===== config.mk =====
export PLATFORM = sky130hd
export DESIGN_NAME = axis_mux_n_flat
export DESIGN_NICKNAME = d
export VERILOG_FILES = /design/src/rtl/axis_mux_pkg.sv /design/src/rtl/axis_mux_n_if.sv /design/src/rtl/axis_out_reg.sv /design/src/rtl/axis_mux_n.sv /design/src/flat_wrapper.sv
export SDC_FILE = /design/constraint.sdc
export NUM_CORES = 1
export LEC_CHECK = 0
export ABC_CLOCK_PERIOD_IN_PS = 1800
export CORE_MARGIN = 1
export CORE_UTILIZATION = 34
export DETAILED_ROUTE_END_ITERATION = 8
export GPL_TIMING_DRIVEN = 0
export MAX_ROUTING_LAYER = met4
export PLACE_DENSITY_LB_ADDON = 0.1
export SLEW_MARGIN = 20
export SYNTH_ARGS = -nofsm -noshare
export SYNTH_HDL_FRONTEND = slang
export SYNTH_SLANG_ARGS = --single-unit

===== constraint.sdc =====
create_clock -name clk -period 1.8 [get_ports clk]
set_input_delay 0.36 -clock clk [delete_from_list [all_inputs] [get_ports clk]]
set_output_delay 0.36 -clock clk [all_outputs]
set_load 0.01 [all_outputs]

===== src/rtl/axis_mux_pkg.sv =====
// Shared constants and state type for the N:1 AXI-Stream multiplexer.
package axis_mux_pkg;

  // Arbitration modes selectable through the MODE parameter.
  localparam int MODE_SEL = 0;
  localparam int MODE_RR  = 1;

  // IDLE arbitrates, PKT forwards beats from the locked channel.
  typedef enum logic {
    IDLE = 1'b0,
    PKT  = 1'b1
  } state_e;

endpackage


===== src/rtl/axis_mux_n_if.sv =====
// Bundle of the N slave streams plus the single master stream of the mux.
// The slave modport is the multiplexer's view; master is the environment's view.
interface axis_mux_n_if #(
  parameter int N      = 4,
  parameter int DATA_W = 8
);
  logic [N*DATA_W-1:0] s_data;
  logic [N-1:0]        s_valid;
  logic [N-1:0]        s_ready;
  logic [N-1:0]        s_last;
  logic [DATA_W-1:0]   m_data;
  logic                m_valid;
  logic                m_ready;
  logic                m_last;

  modport slave (
    input  s_data, s_valid, s_last, m_ready,
    output s_ready, m_data, m_valid, m_last
  );

  modport master (
    output s_data, s_valid, s_last, m_ready,
    input  s_ready, m_data, m_valid, m_last
  );
endinterface


===== src/rtl/axis_out_reg.sv =====
// One-stage data/last/valid output register with ready back-pressure.
// The caller may only assert load while can_load is high.
module axis_out_reg #(
  parameter int DATA_W = 8
) (
  input  logic              clk,
  input  logic              reset,
  input  logic              load,
  input  logic [DATA_W-1:0] in_data,
  input  logic              in_last,
  input  logic              out_ready,
  output logic              can_load,
  output logic [DATA_W-1:0] out_data,
  output logic              out_valid,
  output logic              out_last
);
  logic [DATA_W-1:0] data_q, data_d;
  logic              last_q, last_d;
  logic              valid_q, valid_d;

  // A new beat fits when the register is empty or is being drained this cycle.
  assign can_load  = !valid_q || out_ready;
  assign out_data  = data_q;
  assign out_last  = last_q;
  assign out_valid = valid_q;

  // Load a new beat, otherwise drop valid once the consumer has taken the held one.
  always_comb begin
    data_d  = data_q;
    last_d  = last_q;
    valid_d = valid_q;
    if (load) begin
      data_d  = in_data;
      last_d  = in_last;
      valid_d = 1'b1;
    end else if (out_ready) begin
      valid_d = 1'b0;
    end
  end

  // Output state; reset empties the stage immediately.
  always_ff @(posedge clk or posedge reset) begin
    if (reset) begin
      data_q  <= '0;
      last_q  <= 1'b0;
      valid_q <= 1'b0;
    end else begin
      data_q  <= data_d;
      last_q  <= last_d;
      valid_q <= valid_d;
    end
  end
endmodule


===== src/rtl/axis_mux_n.sv =====
// N:1 AXI-Stream multiplexer with packet locking. Arbitration happens only in
// IDLE (explicit select or round-robin); the locked channel is held until the
// beat carrying s_last is accepted. Output passes through axis_out_reg.
module axis_mux_n
  import axis_mux_pkg::*;
#(
  parameter int  DATA_W = 8,
  parameter int  N      = 4,
  parameter int  MODE   = MODE_SEL,
  localparam int SEL_W  = $clog2(N)
) (
  input  logic             clk,
  input  logic             reset,
  input  logic [SEL_W-1:0] sel,
  axis_mux_n_if.slave      bus,
  output logic [SEL_W-1:0] grant,
  output logic             busy
);
  // Valid vector widened to every sel code so out-of-range selects read as 0.
  localparam int NP = 1 << SEL_W;

  state_e            state_q, state_d;
  logic [SEL_W-1:0]  grant_q, grant_d;
  logic [SEL_W-1:0]  last_grant_q, last_grant_d;
  logic [SEL_W-1:0]  rr_pick, rr_idx;
  logic              rr_found;
  logic [NP-1:0]     valid_ext;
  logic [N-1:0]      ready_c;
  logic [DATA_W-1:0] beat_data;
  logic              accept, can_load;

  assign valid_ext   = NP'(bus.s_valid);
  assign bus.s_ready = ready_c;
  assign grant       = grant_q;
  assign busy        = (state_q == PKT);

  // Round-robin search starting just after the previously granted channel.
  always_comb begin
    rr_found = 1'b0;
    rr_pick  = '0;
    rr_idx   = '0;
    for (int k = 1; k <= N; k++) begin
      rr_idx = SEL_W'((int'(last_grant_q) + k) % N);
      if (!rr_found && bus.s_valid[rr_idx]) begin
        rr_found = 1'b1;
        rr_pick  = rr_idx;
      end
    end
  end

  // N:1 data selection driven by the locked channel.
  always_comb begin
    beat_data = '0;
    for (int i = 0; i < N; i++) begin
      if (grant_q == SEL_W'(i)) beat_data = bus.s_data[i*DATA_W +: DATA_W];
    end
  end

  // Arbitration in IDLE, beat forwarding and packet-end detection in PKT.
  always_comb begin
    state_d      = state_q;
    grant_d      = grant_q;
    last_grant_d = last_grant_q;
    ready_c      = '0;
    accept       = 1'b0;
    case (state_q)
      IDLE: begin
        if (MODE == MODE_RR) begin
          if (rr_found) begin
            grant_d      = rr_pick;
            last_grant_d = rr_pick;
            state_d      = PKT;
          end
        end else if (valid_ext[sel]) begin
          grant_d = sel;
          state_d = PKT;
        end
      end
      PKT: begin
        ready_c[grant_q] = can_load;
        accept           = bus.s_valid[grant_q] && can_load;
        if (accept && bus.s_last[grant_q]) state_d = IDLE;
      end
      default: state_d = IDLE;
    endcase
  end

  // Lock state; last_grant starts at N-1 so channel 0 is first in round-robin.
  always_ff @(posedge clk or posedge reset) begin
    if (reset) begin
      state_q      <= IDLE;
      grant_q      <= '0;
      last_grant_q <= SEL_W'(N - 1);
    end else begin
      state_q      <= state_d;
      grant_q      <= grant_d;
      last_grant_q <= last_grant_d;
    end
  end

  axis_out_reg #(.DATA_W(DATA_W)) u_out_reg (
    .clk      (clk),
    .reset    (reset),
    .load     (accept),
    .in_data  (beat_data),
    .in_last  (bus.s_last[grant_q]),
    .out_ready(bus.m_ready),
    .can_load (can_load),
    .out_data (bus.m_data),
    .out_valid(bus.m_valid),
    .out_last (bus.m_last)
  );
endmodule


===== src/flat_wrapper.sv =====
// flat-port wrapper written by rule: the top's interface ports become plain ports
module axis_mux_n_flat import axis_mux_pkg::*;
#(
  parameter int  DATA_W = 8,
  parameter int  N      = 4,
  parameter int  MODE   = MODE_SEL,
  localparam int SEL_W  = $clog2(N)
)
  (clk, reset, sel, grant, busy, bus_s_data, bus_s_valid, bus_s_last, bus_m_ready, bus_s_ready, bus_m_data, bus_m_valid, bus_m_last);
  axis_mux_n_if #(.N(N), .DATA_W(DATA_W)) bus_i ();
  input  logic clk;
  input  logic reset;
  input  logic [SEL_W-1:0] sel;
  output logic [SEL_W-1:0] grant;
  output logic busy;
  input wire logic [$bits(bus_i.s_data)-1:0] bus_s_data;
  input wire logic [$bits(bus_i.s_valid)-1:0] bus_s_valid;
  input wire logic [$bits(bus_i.s_last)-1:0] bus_s_last;
  input wire logic [$bits(bus_i.m_ready)-1:0] bus_m_ready;
  output wire logic [$bits(bus_i.s_ready)-1:0] bus_s_ready;
  output wire logic [$bits(bus_i.m_data)-1:0] bus_m_data;
  output wire logic [$bits(bus_i.m_valid)-1:0] bus_m_valid;
  output wire logic [$bits(bus_i.m_last)-1:0] bus_m_last;
  assign bus_i.s_data = bus_s_data;
  assign bus_i.s_valid = bus_s_valid;
  assign bus_i.s_last = bus_s_last;
  assign bus_i.m_ready = bus_m_ready;
  assign bus_s_ready = bus_i.s_ready;
  assign bus_m_data = bus_i.m_data;
  assign bus_m_valid = bus_i.m_valid;
  assign bus_m_last = bus_i.m_last;
  axis_mux_n #(.DATA_W(DATA_W), .N(N), .MODE(MODE)) u_core (.clk(clk), .reset(reset), .sel(sel), .bus(bus_i), .grant(grant), .busy(busy));
endmodule

==> out/qor.txt <==
status: complete, no violations
ant diodes: 0
Max-cap violations: 0
reg2reg start: u_core.grant[0]
WS Path Type: reg2reg
initial antenna violation count: 0
Reg clk slew, reported paths: 80 ps
Cells after DPL: 147
drt first pass iters: 3
hold slack: 410 ps
pre-CTS WS: -361 ps
max-slew violations: 0
clk root buf: clkbuf_4
CTS HTree Levels: 1
Worst EP arrival: 1870 ps
vias in the first global route: 740
area of the mapped netlist: 872 sq um
core area: 2320 sq um
maximum vdd drop: 0.790 mV
RSZ-0062 raised after global routing: no
FF-to-FF setup slack: 90 ps
global route overflow: 0
Yosys warnings: 0
largest net degree at the start of global routing: 14
max_slew headroom: 0.666
actual slew at the worst max-slew pin: 501 ps
r2r endpoint: u_core.u_out_reg.out_data[5]
CP endpoint: u_core.u_out_reg.out_data[5]
Worst Setup SP: u_core.grant[0]
CP required: 1960 ps
Crit Path Max Fanout: 10
Clock Sink Count: 13
total power: 2.29 mW
Unique masters post-synth: 21
vias per cell: 5.14
CTS tree: built
Final Hold Fails: 0
min cycle time layout: 1710 ps
final setup vio count: 0
first-pass GRT wire length: 3390 microns
GRT Total Usage: 0.183
CTS max path bufs: 2
die width: 52.6 microns
Layout Nets: 171
cell count of the worst reg-to-reg path: 5
Worst Skew: 1.70 ps
Syn-to-layout area delta: 79.5%
Cell Count, Final, Fillers Out: 153
GPL Wtd Cong: 0.685
Final ANT Viol Nets: 0
Iter 0 DRT Violations: 9
Die H: 52.6 microns
crit share post-route: 0.949
detailed placement HPWL: 1930 microns
post-synthesis register bit count: 13
# IOs: 62
DR WL/cell: 15.4 microns
P per Cell Area: 1460 nW/um^2
clk_lat worst skew: 270 ps
wirelength, routed: 2360 microns
Die Area: 2770 sq um
DR DRC count: 0
PnR worst setup slack: 90.9 ps
startpoint types: register
sequential-to-total area share from yosys stat: 0.373
leakage power: 0.672 nW
fmax: 585 MHz
Initial Util: 0.376
Cells after Synth: 58
Syn Area/Cell: 15.0 sq um
Mapped Nets: 103
Cell Rows: 17
Critical Path End Type: register
Area after DPL: 1520 sq um
worst min-delay path category: in2async
CTS Buf Count: 3
share of cells above drive strength 1: 0.272
Vias: 786
final instance area: 1570 sq um
number of I/O port buffers: 61
[routing by layer]
| layer | global-route usage | routed length (microns) |
|---|---|---|
| met1 | 0.179 | 860 |
| met2 | 0.342 | 1330 |
| met3 | 0.0551 | 143 |
| met4 | 0.0526 | 22 |
| met5 | - | 0 |
[where the power goes]
group	switching (mW)	internal [mW]
Sequential	0.108	0.449
Clock	0.0946	0.0859
Combinational	0.550	1.00
Total	0.753	1.54
[through the flow]
stage               utilization  TNS [ps]
finish                    0.675         0
global route              0.675         0
CTS                       0.676         0
detailed placement        0.655     -3060
global placement          0.655     -2560
floorplan                     -         0
[what timing repair did]
| item | CTS | global route |
|---|---|---|
| setup endpoints to repair | 4 | 4 |
| setup buffers | 0 | 2 |
| hold buffers | 0 | 0 |
| pin swaps | 0 | 0 |
| resized for setup | 13 | 6 |
[sequential cells by signal, summed over array words and instances, names as in the netlist]
register and cells:
u_core.u_out_reg.out_data 8, u_core.busy 1, u_core.grant 2, u_core.u_out_reg.out_valid 1, u_core.u_out_reg.out_last 1
[layout make-up]
type	count	area (sq um)
fillers	186	753
plain buffers	4	60.1
clock buffers	4	26.3
well taps	28	35.0
repair buffers	63	606
flip-flops and latches	13	327
multi-input cells	38	500
inverters	3	11.3
[worst max-delay path: stages (launching register included)]
cell	delay [ps]
dfrtp_1	370
buf_6	140
mux4_2	510
nand3_2	130
buf_12	150
mux2_4	300
[layout by cell type, fill, tap and decap left out, drive strengths merged]
cell type      Yosys  routed
mux2i              3       3
nor3               2       2
o22ai              1       1
clkbuf             1       9
nand3              2       2
mux4              10      10
o21ai              2       2
inv                3       3
nand2              2       2
or2                1       1
dfrtp             13      13
clkdlybuf4s50      0      57
o22a               1       1
buf                3       5
nor2               2       2
mux2              10      10
nand2b             2       2
[synth_stat cells]
master | instances | share of area
buf_12 | 1 | 0.023
buf_4 | 1 | 0.0086
buf_6 | 1 | 0.013
clkbuf_1 | 1 | 0.0043
dfrtp_1 | 13 | 0.37
inv_1 | 3 | 0.013
mux2_2 | 2 | 0.026
mux2_4 | 8 | 0.14
mux2i_1 | 3 | 0.034
mux4_1 | 3 | 0.090
mux4_2 | 7 | 0.18
nand2_1 | 2 | 0.0086
nand2b_1 | 2 | 0.014
nand3_1 | 1 | 0.0057
nand3_2 | 1 | 0.011
nor2_1 | 2 | 0.0086
nor3_1 | 2 | 0.011
o21ai_0 | 2 | 0.011
o22a_1 | 1 | 0.010
o22ai_1 | 1 | 0.0072
or2_2 | 1 | 0.0072
[worst min-delay path by stage]
stage / startpoint / end
6_report: reset / u_core.busy
5_1_grt: reset / u_core.u_out_reg.out_data[3]
4_1_cts: reset / u_core.u_out_reg.out_data[3]
3_5_place_dp: u_core.u_out_reg.out_data[4] / u_core.u_out_reg.out_data[4]
3_3_place_gp: u_core.u_out_reg.out_data[4] / u_core.u_out_reg.out_data[4]
2_1_floorplan: reset / u_core.busy
[kinds of logic (layout without fill, tap and decap cells)]
kind of cell	count (synthesis)	after routing	synth area share
compound gates	4	4	0.0287
buf+inv	7	74	0.0617
flops	13	13	0.373
mux	23	23	0.469
simple gates	11	11	0.0674
No activity file was read; power rests on OpenSTA's default activity.
==> edit 1, RTL diff (same settings) <==
`data_q` no longer has a reset.
--- a/src/rtl/axis_out_reg.sv
+++ b/src/rtl/axis_out_reg.sv
@@ -43,3 +43,2 @@
     if (reset) begin
-      data_q  <= '0;
       last_q  <= 1'b0;
@@ -47,3 +46,2 @@
     end else begin
-      data_q  <= data_d;
       last_q  <= last_d;
@@ -52,2 +50,6 @@
   end
+
+  always_ff @(posedge clk) begin
+    data_q <= data_d;
+  end
 endmodule
Formal check against the unedited RTL: differs if reset is asserted again (counterexample within 4 cycles, from zero or initial values and one cycle with reset high); with reset held inactive, the same outputs for 10 cycles.
==> edit 1 against the original RTL <==
Sequential power up 9.5%; design area shrank 7.0%; synthesized area fell by 11%; worst hold slack worse by 0.097 ns; first-iteration DRC count rose by 89%; sequential cell count is the same; sequential share of layout area increased by 4.3 points; die area decreased by 11%; count of clock-buffer cells in the layout stayed put; power is 16% lower; setup slack got worse by 0.041 ns; fmax shrank 2.4%; routed wire length down 15%; critical endpoint is now bus_s_ready[0]; largest power group unchanged; highest routed layer is now met3.
==> edit 1: results (changes against the original RTL) <==
final net count=160 (-6.4%); largest net degree at the start of global routing=15 (+1); switching power as a share of total power=0.328 (about the same); buffer levels on the longest clock path=2 (unchanged); delay-heaviest family, CP=buffers and inverters; Avg Vias per Cell=4.95 (-3.6%); leading post-synthesis cells by cell area=sky130_fd_sc_hd__edfxtp_1 31%, sky130_fd_sc_hd__mux4_2 23%, sky130_fd_sc_hd__dfrtp_1 16%; 1st-pass router iterations=4 (+1); maximum fanout along the worst path=4 (-6); H-tree level count=1 (unchanged); fraction of final layout cells sized beyond drive strength 1=0.211 (-0.0615); share of the synthesized area in compound gates (AO/OA/AOI/OAI)=0.0323 (+0.00362); biggest cell delay along the critical path=0.45 ns (-0.06 ns); slew at the pin closest to its max-slew limit=0.305 ns (-0.195 ns); first-pass GRT wire length=3210 um (-5.3%); arrival time of the worst setup path=1.39 ns (-0.48 ns); vias in the first global route=731 (-1.2%); placer's final routability congestion estimate=0.694 (+1.3%); endpoint of the worst setup timing path=bus_s_ready[0]; WL final=2010 um (-15%); later-pin clock latency in the skew report=0.27 ns (about the same); area share of xor/xnor cells in the synthesized design=0 (unchanged); peak supply drop=0.804 mV (+1.8%); number of nets in the synthesized netlist=95 (-7.8%); Setup Fix Bufs, Post-CTS=0 (unchanged); number of flops mapped to enable cells by yosys=8 (+8); internal reg-to-reg setup slack=0.10 ns; clock slew at the register clock pins of the worst setup and hold paths=0.07 ns; distinct cell type count of the synthesized netlist=20 (-4.8%); cell with the largest stage delay on the worst path=sky130_fd_sc_hd__clkdlybuf4s50_1; final antenna diode count=0 (unchanged); antenna violations before repair=0 (unchanged); adder and majority cell fraction of the synthesized area=0 (unchanged); worst reg2reg path endpoint=u_core.u_out_reg.out_data[2]; result of the run=finished, final reports clean; min-delay worst type=input port to asynchronous set/reset pin; max reg flops=8 (unchanged); Avg Inst Size Synth=15.5 sq um (+3.0%); Leakage=0.566 nW (-16%); initial detailed-routing violation count=17 (+8); total of warnings raised by yosys=0 (unchanged); number of cell instances on the worst register-to-register path=4 (-1); maximum clock skew at final layout=0.00188 ns (+0.000184 ns); CP Launch Point=bus_m_ready; # fillers=162 (-13%); clock buffer count from CTS=3 (unchanged); FF-to-FF Start=u_core.grant[0]; cell at the root of the clock tree=sky130_fd_sc_hd__clkbuf_4; Synth async-reset ratio=0.385 (-0.615); cell total after placement=138 (-6.1%); commonest cells in the synthesized netlist=8 x sky130_fd_sc_hd__edfxtp_1, 8 x sky130_fd_sc_hd__mux4_2, 5 x sky130_fd_sc_hd__dfrtp_1; GRT Overall Usage=0.181 (-0.00117); number of I/O port buffers=61 (unchanged); via count=698 (-11%); multiplexer share of the synthesized area=0.373 (-0.0960); share of synthesized area occupied by flip-flops and latches=0.472 (+0.0987)
## edit 1: changes by cell type after synthesis, moves of 2 or more
cell,change
sky130_fd_sc_hd__buf_2,+2
sky130_fd_sc_hd__dfrtp_1,-8
sky130_fd_sc_hd__edfxtp_1,+8
sky130_fd_sc_hd__mux2_4,-7
## edit 1: per-stage QoR
step                      hold slack, ns  setup WS (ns)   util  cell area (sq um)
after floorplan                    0.139          0.256      -                774
after detailed placement           0.523         -0.331  0.695               1420
after CTS                          0.315        0.00579  0.711               1450
final                              0.313         0.0497  0.713               1460
after global placement             0.518         -0.326  0.695               1420
after global routing               0.341       0.000643  0.713               1460
## edit 1: kinds of logic after synthesis
| logic type | count (synthesis) |
|---|---|
| AOI/OAI and AO/OA | 4 |
| and+or+nand+nor | 11 |
| buffers and inverters | 7 |
| DFF | 13 |
| muxes | 15 |
## edit 1: cell type report
type,count,area (sq um),share of cell area
timing repair buffer,61,602,0.413
sequential,13,367,0.252
inverter,4,15.0,0.0103
buffer,2,22.5,0.0155
clock buffer,4,26.3,0.0180
multi-input combinational,30,390,0.268
tap,27,33.8,0.0232
## edit 1: power by group through the flow
stage          clock network (mW)  logic [mW]  registers (mW)
6_report                    0.173        1.13           0.609
3_3_place_gp                    0        1.12           0.604
4_1_cts                     0.178        1.13           0.610
2_1_floorplan                   0       0.546           0.665
3_5_place_dp                    0        1.14           0.604
5_1_grt                     0.190        1.21           0.623
## edit 1: per-layer routing
layer,vias to the layer above,part of all wire,track usage
li1,331,-,-
met1,333,0.36,0.190
met2,34,0.59,0.349
met3,0,0.050,0.0463
met4,0,0,0.0143
met5,-,0,-
## edit 1: timing repair
item	4_1_cts	5_1_grt
gates resized for setup	11	7
hold buffers	0	0
setup endpoints to repair	4	4
==> edit 2, RTL diff (same flow settings) <==
Without the edit above. `N` is set to 4 in 3 places; all go to 8.
--- a/src/rtl/axis_mux_n_if.sv
+++ b/src/rtl/axis_mux_n_if.sv
@@ -3,3 +3,3 @@
 interface axis_mux_n_if #(
-  parameter int N      = 4,
+  parameter int N      = 8,
   parameter int DATA_W = 8
--- a/src/rtl/axis_mux_n.sv
+++ b/src/rtl/axis_mux_n.sv
@@ -7,3 +7,3 @@
   parameter int  DATA_W = 8,
-  parameter int  N      = 4,
+  parameter int  N      = 8,
   parameter int  MODE   = MODE_SEL,
--- a/src/flat_wrapper.sv
+++ b/src/flat_wrapper.sv
@@ -4,3 +4,3 @@
   parameter int  DATA_W = 8,
-  parameter int  N      = 4,
+  parameter int  N      = 8,
   parameter int  MODE   = MODE_SEL,
Ports: changed (6 resized); port bits go from 62 to 108. The function was not compared with the original's and may differ.
==> edit 2 against the original RTL <==
The flow now finishes with violations (negative setup slack); synthesized area increased by 58%; combinational power increased by 100%; design area increased by 78%; count of clock-buffer cells in the layout unchanged; sequential cell count increased by 1; routed wire length increased by 88%; power increased by 79%; global-route usage increased by 3.0 points; setup slack got worse by 0.15 ns; critical path depth increased by 2; critical endpoint is now u_core.u_out_reg.out_data[3].
==> edit 2: results (changes against the original RTL) <==
result of the run=finished, violations left; failing checks=negative setup slack; largest net degree at the start of global routing=15 (+1); power share of the sequential group=0.150 (-0.093); final setup vio count=8 (+8); first-pass GRT wire length=6660 um (+97%); worst reg2reg path endpoint=u_core.u_out_reg.out_data[3]; via count=1410 (+79%); cell at the root of the clock tree=sky130_fd_sc_hd__clkbuf_8; slew at the pin closest to its max-slew limit=0.538 ns (+0.0376 ns); peak supply drop=0.789 mV (-0.16%); WL final=4420 um (+88%); # fillers=240 (+29%); fraction of power consumed by the clock network=0.076 (-0.003); clock slew at the register clock pins of the worst setup and hold paths=0.06 ns (-0.02 ns); leading post-synthesis cells by cell area=sky130_fd_sc_hd__dfrtp_1 25%, sky130_fd_sc_hd__mux4_1 21%, sky130_fd_sc_hd__mux2_2 11%; GRT Overall Usage=0.212 (+0.0297); Comb. pwr=3.17 mW (+100%); 1st-pass router iterations=4 (+1); final net count=311 (+82%); met3 Usage GRT=0.0313 (-0.0238); number of cell instances on the worst register-to-register path=7 (+2); worst setup margin=-0.0566 ns (-0.148 ns); Switch Pwr=1.44 mW (+91%); fraction of met1 tracks used by global routing=0.251 (+0.0723); cell total after placement=258 (+76%); aggregate negative setup slack=-0.378 ns (-0.378 ns); distinct cell type count of the synthesized netlist=27 (+29%); worst slack, placed=-0.569 ns (-0.208 ns); Setup Fix Bufs, Post-CTS=4 (+4); WL met2=2450 um (+84%)
==> edit 2: cell types whose count changed after synthesis, moves of 4 or more <==
| cell | delta |
|---|---|
| sky130_fd_sc_hd__mux4_1 | +8 |
| sky130_fd_sc_hd__nand2b_1 | +4 |
| sky130_fd_sc_hd__mux2_2 | +12 |
| sky130_fd_sc_hd__nor2_1 | +4 |
==> edit 2: worst max-delay path, delay by kind of cell (launching register included) <==
kind            cells  cell delay [ns]
compound gates      1             0.08
buf+inv             4             0.48
flops               1             0.38
mux                 2             0.80
==> edit 2: cells by family (layout without fill, tap and decap cells) <==
kind of cell           Yosys count  in the layout  synth area share
flip-flops                      14             14             0.254
AND/OR/NAND/NOR                 27             27             0.105
AO/OA/AOI/OAI                    8              8            0.0427
multiplexers                    42             42             0.540
buffers and inverters           12            133            0.0572
==> edit 2: final cells by class <==
class                      count  area share
timing repair buffer         117       0.411
buffer                         8      0.0346
clock buffer                   4      0.0198
tap                           48      0.0216
sequential                    14       0.127
inverter                       4     0.00539
multi-input combinational     77       0.381
